[config.mk]
export PLATFORM = sky130hd
export DESIGN_NAME = if_stage_flat
export DESIGN_NICKNAME = d
export VERILOG_FILES = /design/src/rtl/if_stage_if.sv /design/src/rtl/if_stage.sv /design/src/flat_wrapper.sv
export SDC_FILE = /design/constraint.sdc
export NUM_CORES = 1
export LEC_CHECK = 0
export ABC_AREA = 1
export BUFFER_PORTS_ARGS = -buffer_cell sky130_fd_sc_hd__buf_2
export CORE_ASPECT_RATIO = 0.9
export CORE_MARGIN = 10
export CORE_UTILIZATION = 45
export CTS_BUF_LIST = sky130_fd_sc_hd__clkbuf_8
export DETAILED_ROUTE_END_ITERATION = 16
export PLACE_DENSITY = 0.71
export SYNTH_ARGS = -nofsm -noshare
export SYNTH_HDL_FRONTEND = slang
export SYNTH_SLANG_ARGS = --single-unit
[constraint.sdc]
create_clock -name clk -period 8.1 [get_ports clk]
set_input_delay 1.62 -clock clk [delete_from_list [all_inputs] [get_ports clk]]
set_output_delay 1.62 -clock clk [all_outputs]
set_load 0.01 [all_outputs]
[src/rtl/if_stage_if.sv]
// Bundle between the fetch stage and its neighbours: decode-side control,
// the instruction-memory port, and the IF/ID register outputs.
interface if_stage_if #(
   parameter int unsigned IMEM_AW = 10
);
   logic                stall;
   logic                branch_taken;
   logic [31:0]         branch_target;
   logic                jmp;
   logic                jr;
   logic [31:0]         jaddr;
   logic                halt_req;
   logic                go;
   logic [IMEM_AW-1:0]  imem_addr;
   logic [31:0]         imem_data;
   logic [31:0]         ir;
   logic [31:0]         pc_plus4;
   logic                valid;
   logic                halted;
   logic [31:0]         fetch_count;

   modport master (
      output stall, branch_taken, branch_target, jmp, jr, jaddr, halt_req, go, imem_data,
      input  imem_addr, ir, pc_plus4, valid, halted, fetch_count
   );

   modport slave (
      input  stall, branch_taken, branch_target, jmp, jr, jaddr, halt_req, go, imem_data,
      output imem_addr, ir, pc_plus4, valid, halted, fetch_count
   );
endinterface

[src/rtl/if_stage.sv]
// MIPS instruction-fetch stage with IF/ID register, redirect/squash handling,
// SYSCALL halt/resume control and a fetched-instruction counter.
module if_stage #(
   parameter logic [31:0]  PC_RESET = 32'h0000_0000,
   parameter int unsigned  IMEM_AW  = 10
) (
   input  logic      clk,
   input  logic      rst,
   if_stage_if.slave bus
);
   localparam int unsigned XLEN = 32;
   localparam logic [XLEN-1:0] ALIGN_MASK = ~XLEN'(3);

   typedef enum logic {
      RUN  = 1'b0,
      HALT = 1'b1
   } state_t;

   state_t          state;
   logic [XLEN-1:0] pc;
   logic [XLEN-1:0] ir;
   logic [XLEN-1:0] pc_plus4;
   logic            valid;
   logic            halted;
   logic [XLEN-1:0] fetch_count;

   logic [XLEN-1:0] pc_seq_c;
   logic [XLEN-1:0] jmp_target_c;

   assign pc_seq_c     = pc + XLEN'(4);
   // J-type target uses the region bits of the jump's own PC+4
   assign jmp_target_c = {pc_plus4[31:28], bus.jaddr[25:0], 2'b00};

   assign bus.imem_addr   = pc[IMEM_AW+1:2];
   assign bus.ir          = ir;
   assign bus.pc_plus4    = pc_plus4;
   assign bus.valid       = valid;
   assign bus.halted      = halted;
   assign bus.fetch_count = fetch_count;

   always_ff @(posedge clk or posedge rst) begin
      if (rst) begin
         state       <= RUN;
         pc          <= PC_RESET;
         ir          <= '0;
         pc_plus4    <= '0;
         valid       <= 1'b0;
         halted      <= 1'b0;
         fetch_count <= '0;
      end else if (!bus.stall) begin
         case (state)
            RUN: begin
               if (bus.halt_req) begin
                  state  <= HALT;
                  halted <= 1'b1;
                  ir     <= '0;
                  valid  <= 1'b0;
               end else if (bus.branch_taken) begin
                  pc    <= bus.branch_target & ALIGN_MASK;
                  ir    <= '0;
                  valid <= 1'b0;
               end else if (bus.jr) begin
                  pc    <= bus.jaddr & ALIGN_MASK;
                  ir    <= '0;
                  valid <= 1'b0;
               end else if (bus.jmp) begin
                  pc    <= jmp_target_c;
                  ir    <= '0;
                  valid <= 1'b0;
               end else begin
                  pc          <= pc_seq_c;
                  ir          <= bus.imem_data;
                  pc_plus4    <= pc_seq_c;
                  valid       <= 1'b1;
                  fetch_count <= fetch_count + XLEN'(1);
               end
            end
            HALT: begin
               ir    <= '0;
               valid <= 1'b0;
               if (bus.go) begin
                  state  <= RUN;
                  halted <= 1'b0;
               end
            end
            default: begin
               state  <= RUN;
               halted <= 1'b0;
            end
         endcase
      end
   end
endmodule

[src/flat_wrapper.sv]
// flat-port wrapper written by rule: the top's interface ports become plain ports
module if_stage_flat 
#(
   parameter logic [31:0]  PC_RESET = 32'h0000_0000,
   parameter int unsigned  IMEM_AW  = 10
)
  (clk, rst, bus_stall, bus_branch_taken, bus_branch_target, bus_jmp, bus_jr, bus_jaddr, bus_halt_req, bus_go, bus_imem_data, bus_imem_addr, bus_ir, bus_pc_plus4, bus_valid, bus_halted, bus_fetch_count);
  if_stage_if #(.IMEM_AW(IMEM_AW)) bus_i ();
  input  logic clk;
  input  logic rst;
  input wire logic [$bits(bus_i.stall)-1:0] bus_stall;
  input wire logic [$bits(bus_i.branch_taken)-1:0] bus_branch_taken;
  input wire logic [$bits(bus_i.branch_target)-1:0] bus_branch_target;
  input wire logic [$bits(bus_i.jmp)-1:0] bus_jmp;
  input wire logic [$bits(bus_i.jr)-1:0] bus_jr;
  input wire logic [$bits(bus_i.jaddr)-1:0] bus_jaddr;
  input wire logic [$bits(bus_i.halt_req)-1:0] bus_halt_req;
  input wire logic [$bits(bus_i.go)-1:0] bus_go;
  input wire logic [$bits(bus_i.imem_data)-1:0] bus_imem_data;
  output wire logic [$bits(bus_i.imem_addr)-1:0] bus_imem_addr;
  output wire logic [$bits(bus_i.ir)-1:0] bus_ir;
  output wire logic [$bits(bus_i.pc_plus4)-1:0] bus_pc_plus4;
  output wire logic [$bits(bus_i.valid)-1:0] bus_valid;
  output wire logic [$bits(bus_i.halted)-1:0] bus_halted;
  output wire logic [$bits(bus_i.fetch_count)-1:0] bus_fetch_count;
  assign bus_i.stall = bus_stall;
  assign bus_i.branch_taken = bus_branch_taken;
  assign bus_i.branch_target = bus_branch_target;
  assign bus_i.jmp = bus_jmp;
  assign bus_i.jr = bus_jr;
  assign bus_i.jaddr = bus_jaddr;
  assign bus_i.halt_req = bus_halt_req;
  assign bus_i.go = bus_go;
  assign bus_i.imem_data = bus_imem_data;
  assign bus_imem_addr = bus_i.imem_addr;
  assign bus_ir = bus_i.ir;
  assign bus_pc_plus4 = bus_i.pc_plus4;
  assign bus_valid = bus_i.valid;
  assign bus_halted = bus_i.halted;
  assign bus_fetch_count = bus_i.fetch_count;
  if_stage #(.PC_RESET(PC_RESET), .IMEM_AW(IMEM_AW)) u_core (.clk(clk), .rst(rst), .bus(bus_i));
endmodule
; ---- After elaboration in Yosys (flattened, before gate mapping)
; Index checks and enable logic that the tools add are counted.
[word_totals]
ff_bits = 131
in_bits = 104
out_inout_bits = 108
[op_classes]
add_sub_neg = 2
eq_ne = 2
muxes = 19
bitwise_logic = 6
n_reduce_logical = 3
[ops]
columns = operator, n
row1 = $mux 32, 7
row2 = $pmux 32 s2, 1
row3 = $add 32x1->32 const B, 1
row4 = $add 32x3->32 const B, 1
row5 = $mux 1, 8
row6 = $not 1->1, 6
row7 = $pmux 1 s2, 3
row8 = $reduce_and 3->1, 2
row9 = $reduce_and 6->1, 1
row10 = $ne 2x2->1 const B, 2

; ---- Depth between registers and ports, before layout
; Gate-level depths: netlist of the first run.
[logic_depth]
ltp_word = 5
mapped_depth = 12
ltp_nobuf = 12

; ---- Least setup slack after synthesis of the first run
; No wires, ideal clock.
[synth_path]
kind = in2reg
start = input port bus_stall
end = register u_core.fetch_count[27], in the netlist u_core.bus.fetch_count[27]
setup_time_ns = 0.120
arrival_ns = 2.628
t_required_ns = 7.980
setup_slack_ns = 5.351
path_stages = 11
path_buffers = 1
path_cell_list = buf_2 > inv_2 > nand3b_4 > nor2_4 > inv_4 > nor2_8 > nand2_4 > nor2_4 > nand2_2 > o21ai_1 > nand2_1
[synth_between]
elab_chain_len = 2
[synth_rtl]
columns = item, line
row1 = from (decl), flat_wrapper.sv:11  ; input wire logic [$bits(bus_i.stall)-1:0] bus_stall;
row2 = $not 1->1 (no source line), n/a
row3 = $reduce_and 6->1 (no source line), n/a
row4 = to (signal assigned), if_stage.sv:75  ; fetch_count <= fetch_count + XLEN'(1);
row5 = to (decl), if_stage.sv:25  ; logic [XLEN-1:0] fetch_count;
; Every way passes these cells.
; A chain may end at the register's enable or synchronous reset.

; ---- Worst setup path after layout of the first run
[layout_path]
start = input port bus_stall
end = register u_core.fetch_count[28], in the netlist u_core.bus.fetch_count[28]
; The elaborated chain is that of the path after synthesis.

==> results of run 1 <==
-- worst max-delay path: cells and delay by family --
family	cells	cell delay (ns)
and+or+nand+nor	5	1.33
buffers and inverters	3	1.30
xor gates and xnor gates	1	0.13
-- through the flow --
step	power, W	instance area (µm²)	setup WS [ns]	std cells
3_3_place_gp	0.00141	8310	3.56	1335
4_1_cts	0.00206	8760	4.01	1366
2_1_floorplan	0.00121	7270	3.10	974
5_1_grt	0.00217	8760	3.72	1366
6_report	0.00204	8760	4.01	1366
3_5_place_dp	0.00142	8310	3.54	1335
-- where the power goes --
part | leakage [nW] | internal [W] | switching [W]
clock network | 0.220 | 0.000365 | 0.000267
logic | 2.75 | 0.000206 | 0.000326
registers | 1.62 | 0.000754 | 0.000120
-- final timing paths --
| kind | to | from | cells after the start | slack (ns) |
|---|---|---|---|---|
| setup / recovery | u_core.bus.fetch_count[28] | bus_stall | 9 | 4.01 |
| hold / removal | u_core.bus.pc_plus4[4] | u_core.bus.pc_plus4[4] | 2 | 0.47 |
| setup reg to reg | u_core.bus.fetch_count[28] | u_core.state | 8 | 5.16 |
| hold reg to reg | u_core.bus.pc_plus4[4] | u_core.bus.pc_plus4[4] | 2 | 0.47 |
| max in group asynchronous | u_core.bus.fetch_count[5] | rst | 3 | 5.41 |
| min in group asynchronous | u_core.state | rst | 2 | 1.32 |
-- kinds of logic (layout without fill, tap and decap cells) --
| kind of cell | after synthesis | after routing | share of synthesized area, % |
|---|---|---|---|
| compound gates | 130 | 130 | 11.5 |
| xor+xnor | 34 | 34 | 4.10 |
| fa+ha+maj | 2 | 2 | 0.345 |
| buf+inv | 122 | 312 | 7.48 |
| flops | 127 | 127 | 43.8 |
| other cells | 1 | 2 | 0.0516 |
| simple gates | 557 | 557 | 32.8 |
-- layout by cell type (no fill, tap or decap), drive strengths merged --
master / Yosys / routed
a22o: 32 / 32
a22oi: 2 / 2
nand4: 7 / 7
o22ai: 1 / 1
xor2: 24 / 24
nand2: 305 / 305
nor3: 13 / 13
or2: 4 / 4
o21ai: 37 / 37
o21bai: 4 / 4
o21a: 14 / 14
a32oi: 1 / 1
conb: 1 / 2
nor2: 161 / 161
o211ai: 2 / 2
a31oi: 1 / 1
clkinvlp: 0 / 3
inv: 69 / 72
nand3b: 3 / 3
clkbuf: 19 / 17
and3: 1 / 1
dfrtp: 127 / 127
and2: 1 / 1
bufinv: 0 / 5
buf: 34 / 212
clkinv: 0 / 3
a21oi: 36 / 36
ha: 2 / 2
xnor2: 10 / 10
nand3: 62 / 62
-- layout make-up --
cell class / count / area (µm²)
clock buffer: 17 / 234
clock inverter: 14 / 216
sequential: 127 / 3180
fill: 1513 / 6840
inverter: 69 / 264
timing repair buffer: 212 / 1070
tap: 202 / 253
multi-input combinational: 725 / 3540
-- routing by layer --
layer	vias to the layer above	part of all wire, %
met5	-	0
met4	0	1.5
met3	27	6.8
met2	259	45
met1	3219	47
li1	3456	-
-- synth_stat cells (all sizes together) (2+ instances only) --
library cell / count
nand3: 62
nor3: 13
xnor2: 10
o211ai: 2
nand4: 7
buf: 34
nand2: 305
xor2: 24
o21a: 14
ha: 2
a22o: 32
nand3b: 3
a22oi: 2
or2: 4
a21oi: 36
o21ai: 37
o21bai: 4
nor2: 161
clkbuf: 19
dfrtp: 127
inv: 69
-- registers in the layout, indices dropped and copies added, names as in the netlist --
signal                  cells
u_core.bus.fetch_count     32
u_core.bus.valid            1
u_core.bus.ir              32
u_core.state                1
u_core.bus.halted           1
u_core.pc                  30
u_core.bus.pc_plus4        30
==> impl_metrics.csv, run 1 <==
group,metric,value,unit
run_status,status,"completed",
global_route,grt_max_degree,92,
worst_setup_path,endpoint_kind,"register",
finish,fin_util,56.2,%
logic_synthesis,yosys-top-cells-area,"dfrtp_1, nand2_1, nor2_1, nand3_1, a22o_1",
global_route,busiest_layer,"met2",
logic_synthesis,synth_top_area_share,43.8,%
place,io_buffers,207,
worst_setup_path,path_class,"in2reg",
routing,drt_iter0_drc,516,
timing,maxSlewViolCount,0,
global_route,antenna_found_initial,0,
clocking,cts_tree,"done",
routing,detail-route-antenna-nets,0,
logic_synthesis,synth.distinct_cells,43,
timing,fin_hold_ws,0.469,ns
global_route,grt_pass1_vias,6800,
worst_setup_path,arrival,4.43,ns
logic_synthesis,synth_seq_area_share,43.8,%
clocking,worstSkewPairLatency,0.45,ns
clocking,hold_buffers,0,
timing,clock_skew,0.0145,ns
routing,drc,0,
min_path,hold_path_class,"reg2reg",
timing,period_share,50.5,%
finish,diodes,0,
global_route,use_met3,5.30,%
worst_setup_path,slowest_delay,0.81,ns
clocking,clockBufferDepth,2,
global_route,grt_pass1_wl,35500,µm
routing,viasPerCell,5.10,
floorplan,placementRows,43,
finish,drive_gt1_share,23.8,%
floorplan,die_h,141,µm
floorplan,start_util,46.5,%
routing,wl_per_cell,16.0,µm
logic_synthesis,postSynthAreaPerCell,7.46,µm²
clocking,cts.repair.resized,0,
timing,tightest_slew,1.03,ns
floorplan,die-area,0.0216,mm²
routing,drt_wl_total,21800,µm
clocking,cts_buffers,17,
power_and_ir_drop,ir_drop,0.000132,V
global_route,track_usage,19.9,%
logic_synthesis,synth-seq-cells,127,
global_route,gr-usage-met2,30.6,%
floorplan,core,0.0156,mm²
timing,fmax,245,MHz
logic_synthesis,synth-edff-count,0,
place,place.gp.congestion,0.858,
logic_synthesis,synth_warnings,0,
run,cap_viol_max_count,0,
worst_setup_path,start_kind,"input port",
timing,fin_crit,4.09,ns
global_route,grt_overflow_total,0,
logic_synthesis,ys.flop_type,"dfrtp_1",
worst_setup_path,crit_chain,"buf_2 > inv_2 > nand3b_4 > nor2_4 > buf_4 > nand4_2 > nor2_2 > nand2_1 > xnor2_1",
power_and_ir_drop,p_per_area,233,mW/mm²
clocking,cts-root-buf,"clkbuf_8",
clocking,cts_setup_buffers,0,
finish,finalNetCount,1258,
worst_setup_path,required,8.44,ns
power_and_ir_drop,cellLeakagePower,4.59,nW
timing,fin_setup_tns,0,ns
logic_synthesis,syn_inst,973,
clocking,clkTransAtPathRegs,0.08,ns
logic_synthesis,async_flop_share,100,%
routing,drtPass1Iterations,6,
timing,rsz0062_at_grt,"no",
finish,area_delta_synth_final,20.7,%
place,dp_hpwl,16000,µm
timing,finalHoldViolCount,0,
floorplan,io_pins,212,
timing,slew_headroom,31.3,%
clocking,cts_num_sinks,127,
clocking,htree_levels,4,
timing,setup_violations,0,
logic_synthesis,synth_top_area_cell,"dfrtp_1",
floorplan,fp.dieW,154,µm
global_route,grt.met1_usage,27.1,%
worst_setup_path,cp_max_fo,91,
worst_setup_path,slowest_stage,"buf_4",
routing,vias,6961,
logic_synthesis,netlist_area,0.00726,mm²
Note: power is estimated with default switching activity, not from simulation.
==> run 2: changes to the inputs <==
==> constraint.sdc (replaced) <==
create_clock -name clk -period 4.3 [get_ports clk]
set_input_delay 0.86 -clock clk [delete_from_list [all_inputs] [get_ports clk]]
set_output_delay 0.86 -clock clk [all_outputs]
set_load 0.01 [all_outputs]
==> impl_metrics.csv, run 2 (synthesized netlist as in run 1, its figures left out) <==
group,metric,value,unit
run_status,status,"completed",
power_and_ir_drop,power,0.00376,W
routing,drt_wl_total,22100,µm
finish,fin_util,56.2,%
floorplan,die_h,141,µm
worst_setup_path,cp_max_fo,53,
routing,vias,6930,
place,dp_hpwl,16400,µm
global_route,grt_pass1_vias,6755,
timing,fin_hold_ws,0.471,ns
clocking,cts-root-buf,"clkbuf_8",
timing,fin_crit,2.43,ns
finish,area_delta_synth_final,20.6,%
power_and_ir_drop,p_per_area,429,mW/mm²
place,io_buffers,207,
floorplan,start_util,46.5,%
finish,fill_cells,1517,
routing,drt_iter0_drc,414,
worst_setup_path,arrival,2.76,ns
power_and_ir_drop,ir_drop,0.000243,V
routing,detail-route-antenna-nets,0,
clocking,htree_levels,4,
timing,rsz0062_at_grt,"no",
clocking,cts_buffers,17,
finish,multi_input_area,0.00354,mm²
worst_setup_path,crit_chain,"buf_2 > nor2_4 > nand2_2 > nor2_4 > buf_4 > nand3_1 > o21a_1",
timing,slew_headroom,49.0,%
routing,wl_per_cell,16.1,µm
clocking,cts_setup_buffers,0,
timing,fin_setup_tns,0,ns
run,cap_viol_max_count,0,
timing,clock_skew,0.00838,ns
worst_setup_path,path_class,"in2reg",
floorplan,core,0.0156,mm²
global_route,grt_pass1_wl,35700,µm
clocking,cts.repair.resized,0,
clocking,worstSkewPairLatency,0.44,ns
clocking,clockBufferDepth,2,
clocking,hold_buffers,0,
min_path,hold_path_class,"reg2reg",
global_route,grt_max_degree,60,
worst_setup_path,slowest_delay,0.57,ns
timing,tightest_slew,0.765,ns
floorplan,die-area,0.0216,mm²
global_route,track_usage,20.1,%
place,place.gp.congestion,0.863,
global_route,grt_overflow_total,0,
floorplan,fp.dieW,154,µm
power_and_ir_drop,cellLeakagePower,4.60,nW
global_route,antenna_found_initial,0,
clocking,clkTransAtPathRegs,0.08,ns
worst_setup_path,endpoint_kind,"register",
timing,finalWorstSetupSlack,1.87,ns
worst_setup_path,required,4.63,ns
timing,fmax,411,MHz
finish,drive_gt1_share,24.1,%
clocking,cts_tree,"done",
worst_setup_path,start_kind,"input port",
timing,setup_violations,0,
worst_setup_path,slowest_stage,"buf_4",
worst_setup_path,crit_top_cell,"nor2_4",
finish,top_regs,"u_core.bus.fetch_count (32), u_core.bus.ir (32)",
routing,viasPerCell,5.05,
finish,regArea,0.00318,mm²
clocking,cts_num_sinks,127,
finish,finalNetCount,1262,
finish,final_common_cell,"nand2_1",
floorplan,io_pins,212,
timing,finalHoldViolCount,0,
routing,drc,0,
finish,final_cell_mix,"nand2_1, buf_2, nor2_1",
timing,period_share,56.6,%
place,post-place-ws,1.42,ns
floorplan,placementRows,43,
finish,diodes,0,
routing,drtPass1Iterations,5,
timing,maxSlewViolCount,0,
run 2: changes by cell type in the layout (fill, tap and decap cells not counted):
cell / before / now
buf_4: 5 / 9
inv_6: 2 / 5
bufinv_16: 5 / 3
clkinv_4: 2 / 3
clkinvlp_4: 3 / 2
run 2: layer usage:
layer	wire length [µm]	GRT usage, %	up-vias
li1	-	-	3475
met1	10500	27.6	3210
met2	9900	30.6	232
met3	1540	5.88	13
met4	178	4.32	0
met5	0	0	-
run 2: final cells by class:
type	instances	area share, %
Clock buffer	17	2.67
Sequential cell	127	36.3
Clock inverter	15	2.10
Multi-Input combinational cell	725	40.5
Inverter	69	3.01
Timing Repair Buffer	216	12.6
Tap cell	202	2.88
run 2: path summary, 6_finish.rpt:
| kind | start | slack (ns) | endpoint | cells past startpoint |
|---|---|---|---|---|
| min in group asynchronous | rst | 0.53 | u_core.bus.ir[14] | 2 |
| max in group asynchronous | rst | 2.67 | u_core.bus.ir[16] | 3 |
| worst min-delay path | u_core.bus.fetch_count[31] | 0.47 | u_core.bus.fetch_count[31] | 1 |
| worst max-delay path | bus_branch_taken | 1.87 | u_core.bus.pc_plus4[12] | 7 |
| worst min register to register | u_core.bus.fetch_count[31] | 0.47 | u_core.bus.fetch_count[31] | 1 |
| worst max register to register | u_core.state | 2.27 | u_core.bus.pc_plus4[12] | 6 |
run 2: metrics by stage:
stage          std cells  cell area [µm²]
2_1_floorplan        974             7270
3_3_place_gp        1339             8340
3_5_place_dp        1339             8340
4_1_cts             1371             8760
5_1_grt             1371             8760
6_report            1371             8760
run 2: report_power, final:
part	leakage (nW)	switching, W	internal [W]
clock network	0.209	0.000522	0.000582
logic	2.77	0.000618	0.000390
registers	1.62	0.000230	0.00142
total	4.60	0.00137	0.00239
run 2: worst max-delay path: cells and delay by family:
family          cells  cell delay [ns]
buf+inv             2             0.89
compound gates      1             0.15
simple gates        4             0.84
==> run 3: changes to the inputs <==
==> constraint.sdc (replaced) <==
create_clock -name clk -period 2.55 [get_ports clk]
set_input_delay 0.51 -clock clk [delete_from_list [all_inputs] [get_ports clk]]
set_output_delay 0.51 -clock clk [all_outputs]
set_load 0.01 [all_outputs]
==> impl_metrics.csv, run 3 (synthesized netlist as in run 1, its figures left out) <==
group,metric,value,unit
worst_setup_path,endpoint_kind,"register",
finish,finalNetCount,1265,
clocking,cts_num_sinks,127,
global_route,grt_max_degree,128,
clocking,cts_setup_buffers,0,
finish,final_common_cell,"nand2_1",
global_route,grt_overflow_total,0,
timing,finalHoldViolCount,0,
worst_setup_path,required,2.89,ns
power_and_ir_drop,p_switching,0.00232,W
routing,drtPass1Iterations,5,
clocking,cts-root-buf,"clkbuf_8",
global_route,track_usage,20.2,%
worst_setup_path,crit_top_cell,"nand2_1",
routing,drt_wl_total,22000,µm
floorplan,die-area,0.0216,mm²
run_status,status,"completed",
timing,clock_skew,0.0123,ns
finish,area_delta_synth_final,20.6,%
worst_setup_path,crit_chain,"ha_1 > inv_1 > nor2_2 > nand3_1 > o21ai_0 > nand3_1 > nand2_1 > nand2_1 > nand2_1 > nand2_1",
finish,drive_gt1_share,24.4,%
worst_setup_path,path_class,"reg2reg",
finish,diodes,0,
power_and_ir_drop,internal-power,0.00387,W
global_route,grt_pass1_vias,6768,
global_route,grt_pass1_wl,35900,µm
floorplan,fp.dieW,154,µm
floorplan,placementRows,43,
clocking,cts.repair.resized,0,
clocking,worstSkewPairLatency,0.45,ns
worst_setup_path,arrival,2.24,ns
worst_setup_path,start_kind,"register",
timing,fin_hold_ws,0.256,ns
worst_setup_path,cp_max_fo,6,
clocking,cts_buffers,17,
routing,detail-route-antenna-nets,0,
timing,tightest_slew,0.728,ns
finish,fin_util,56.2,%
floorplan,die_h,141,µm
power_and_ir_drop,comb_power_share,27.5,%
routing,viasPerCell,5.07,
place,place.gp.congestion,0.859,
routing,wl_per_cell,16.0,µm
power_and_ir_drop,cellLeakagePower,4.59,nW
floorplan,io_pins,212,
worst_setup_path,slowest_stage,"dfrtp_1",
timing,fmax,526,MHz
place,io_buffers,207,
power_and_ir_drop,pwr-share-seq,44.8,%
finish,final_cell_mix,"nand2_1, buf_2, nor2_1",
clocking,hold_buffers,0,
floorplan,core,0.0156,mm²
power_and_ir_drop,pwr-share-clk,27.7,%
power_and_ir_drop,ir_drop,0.000373,V
routing,vias,6967,
clocking,clkTransAtPathRegs,0.08,ns
clocking,htree_levels,4,
run,cap_viol_max_count,0,
routing,drc,0,
floorplan,start_util,46.5,%
clocking,cts_tree,"done",
min_path,hold_path_class,"in2async",
timing,fin_setup_tns,0,ns
place,dp_hpwl,16300,µm
global_route,antenna_found_initial,0,
power_and_ir_drop,switching_share,37.5,%
timing,rsz0062_at_grt,"no",
timing,setup_violations,0,
timing,maxSlewViolCount,0,
timing,slew_headroom,51.4,%
clocking,clockBufferDepth,2,
routing,drt_iter0_drc,473,
power_and_ir_drop,p_per_area,706,mW/mm²
timing,fin_crit,1.90,ns
finish,top_regs,"u_core.bus.fetch_count (32), u_core.bus.ir (32)",
timing,period_share,74.6,%
worst_setup_path,slowest_delay,0.45,ns
-- run 3: layout make-up --
type | count | area (µm²)
clock buffer | 18 | 248
timing repair buffer | 219 | 1140
sequential | 127 | 3180
inverter | 69 | 265
fill | 1509 | 6840
tap | 202 | 253
clock inverter | 14 | 134
multi-input combinational | 725 | 3540
-- run 3: critical path: cells and delay by family (launching register included) --
kind	cells	cell delay, ns
simple gates	7	0.71
compound gates	1	0.25
fa+ha+maj	1	0.29
buf+inv	1	0.09
flops	1	0.45
-- run 3: power by group through the flow --
stage	clock network [W]	logic (W)	registers [W]
finish	0.00171	0.00170	0.00277
global route	0.00185	0.00192	0.00283
CTS	0.00175	0.00173	0.00276
detailed placement	0	0.00172	0.00280
global placement	0	0.00169	0.00279
floorplan	0	0.00101	0.00284
-- run 3: path summary, 6_finish.rpt --
| check | cells after the start | endpoint | slack, ns | startpoint |
|---|---|---|---|---|
| min in group clk | 2 | u_core.bus.ir[29] | 0.27 | bus_imem_data[29] |
| worst min register to register | 1 | u_core.bus.fetch_count[31] | 0.47 | u_core.bus.fetch_count[31] |
| worst max-delay path | 10 | u_core.pc[20] | 0.65 | u_core.pc[2] |
| worst min-delay path | 3 | u_core.bus.pc_plus4[6] | 0.26 | rst |
| max in group asynchronous | 3 | u_core.bus.ir[4] | 1.80 | rst |
| worst max register to register | 10 | u_core.pc[20] | 0.65 | u_core.pc[2] |
-- run 3: stage by stage --
stage / power [W] / worst slack [ns] / instance area (µm²) / cells
4_1_cts: 0.00625 / 0.646 / 8760 / 1374
3_3_place_gp: 0.00448 / 0.573 / 8380 / 1342
6_report: 0.00619 / 0.648 / 8760 / 1374
2_1_floorplan: 0.00385 / 0.473 / 7270 / 974
3_5_place_dp: 0.00451 / 0.542 / 8380 / 1342
5_1_grt: 0.00661 / 0.434 / 8760 / 1374
-- run 3: routing by layer --
metal / up-vias / part of all wire [%] / GRT usage, %
li1: 3484 / - / -
met1: 3201 / 45 / 26.6
met2: 262 / 45 / 31.3
met3: 20 / 8.8 / 6.98
met4: 0 / 1.1 / 4.67
met5: - / 0 / 0
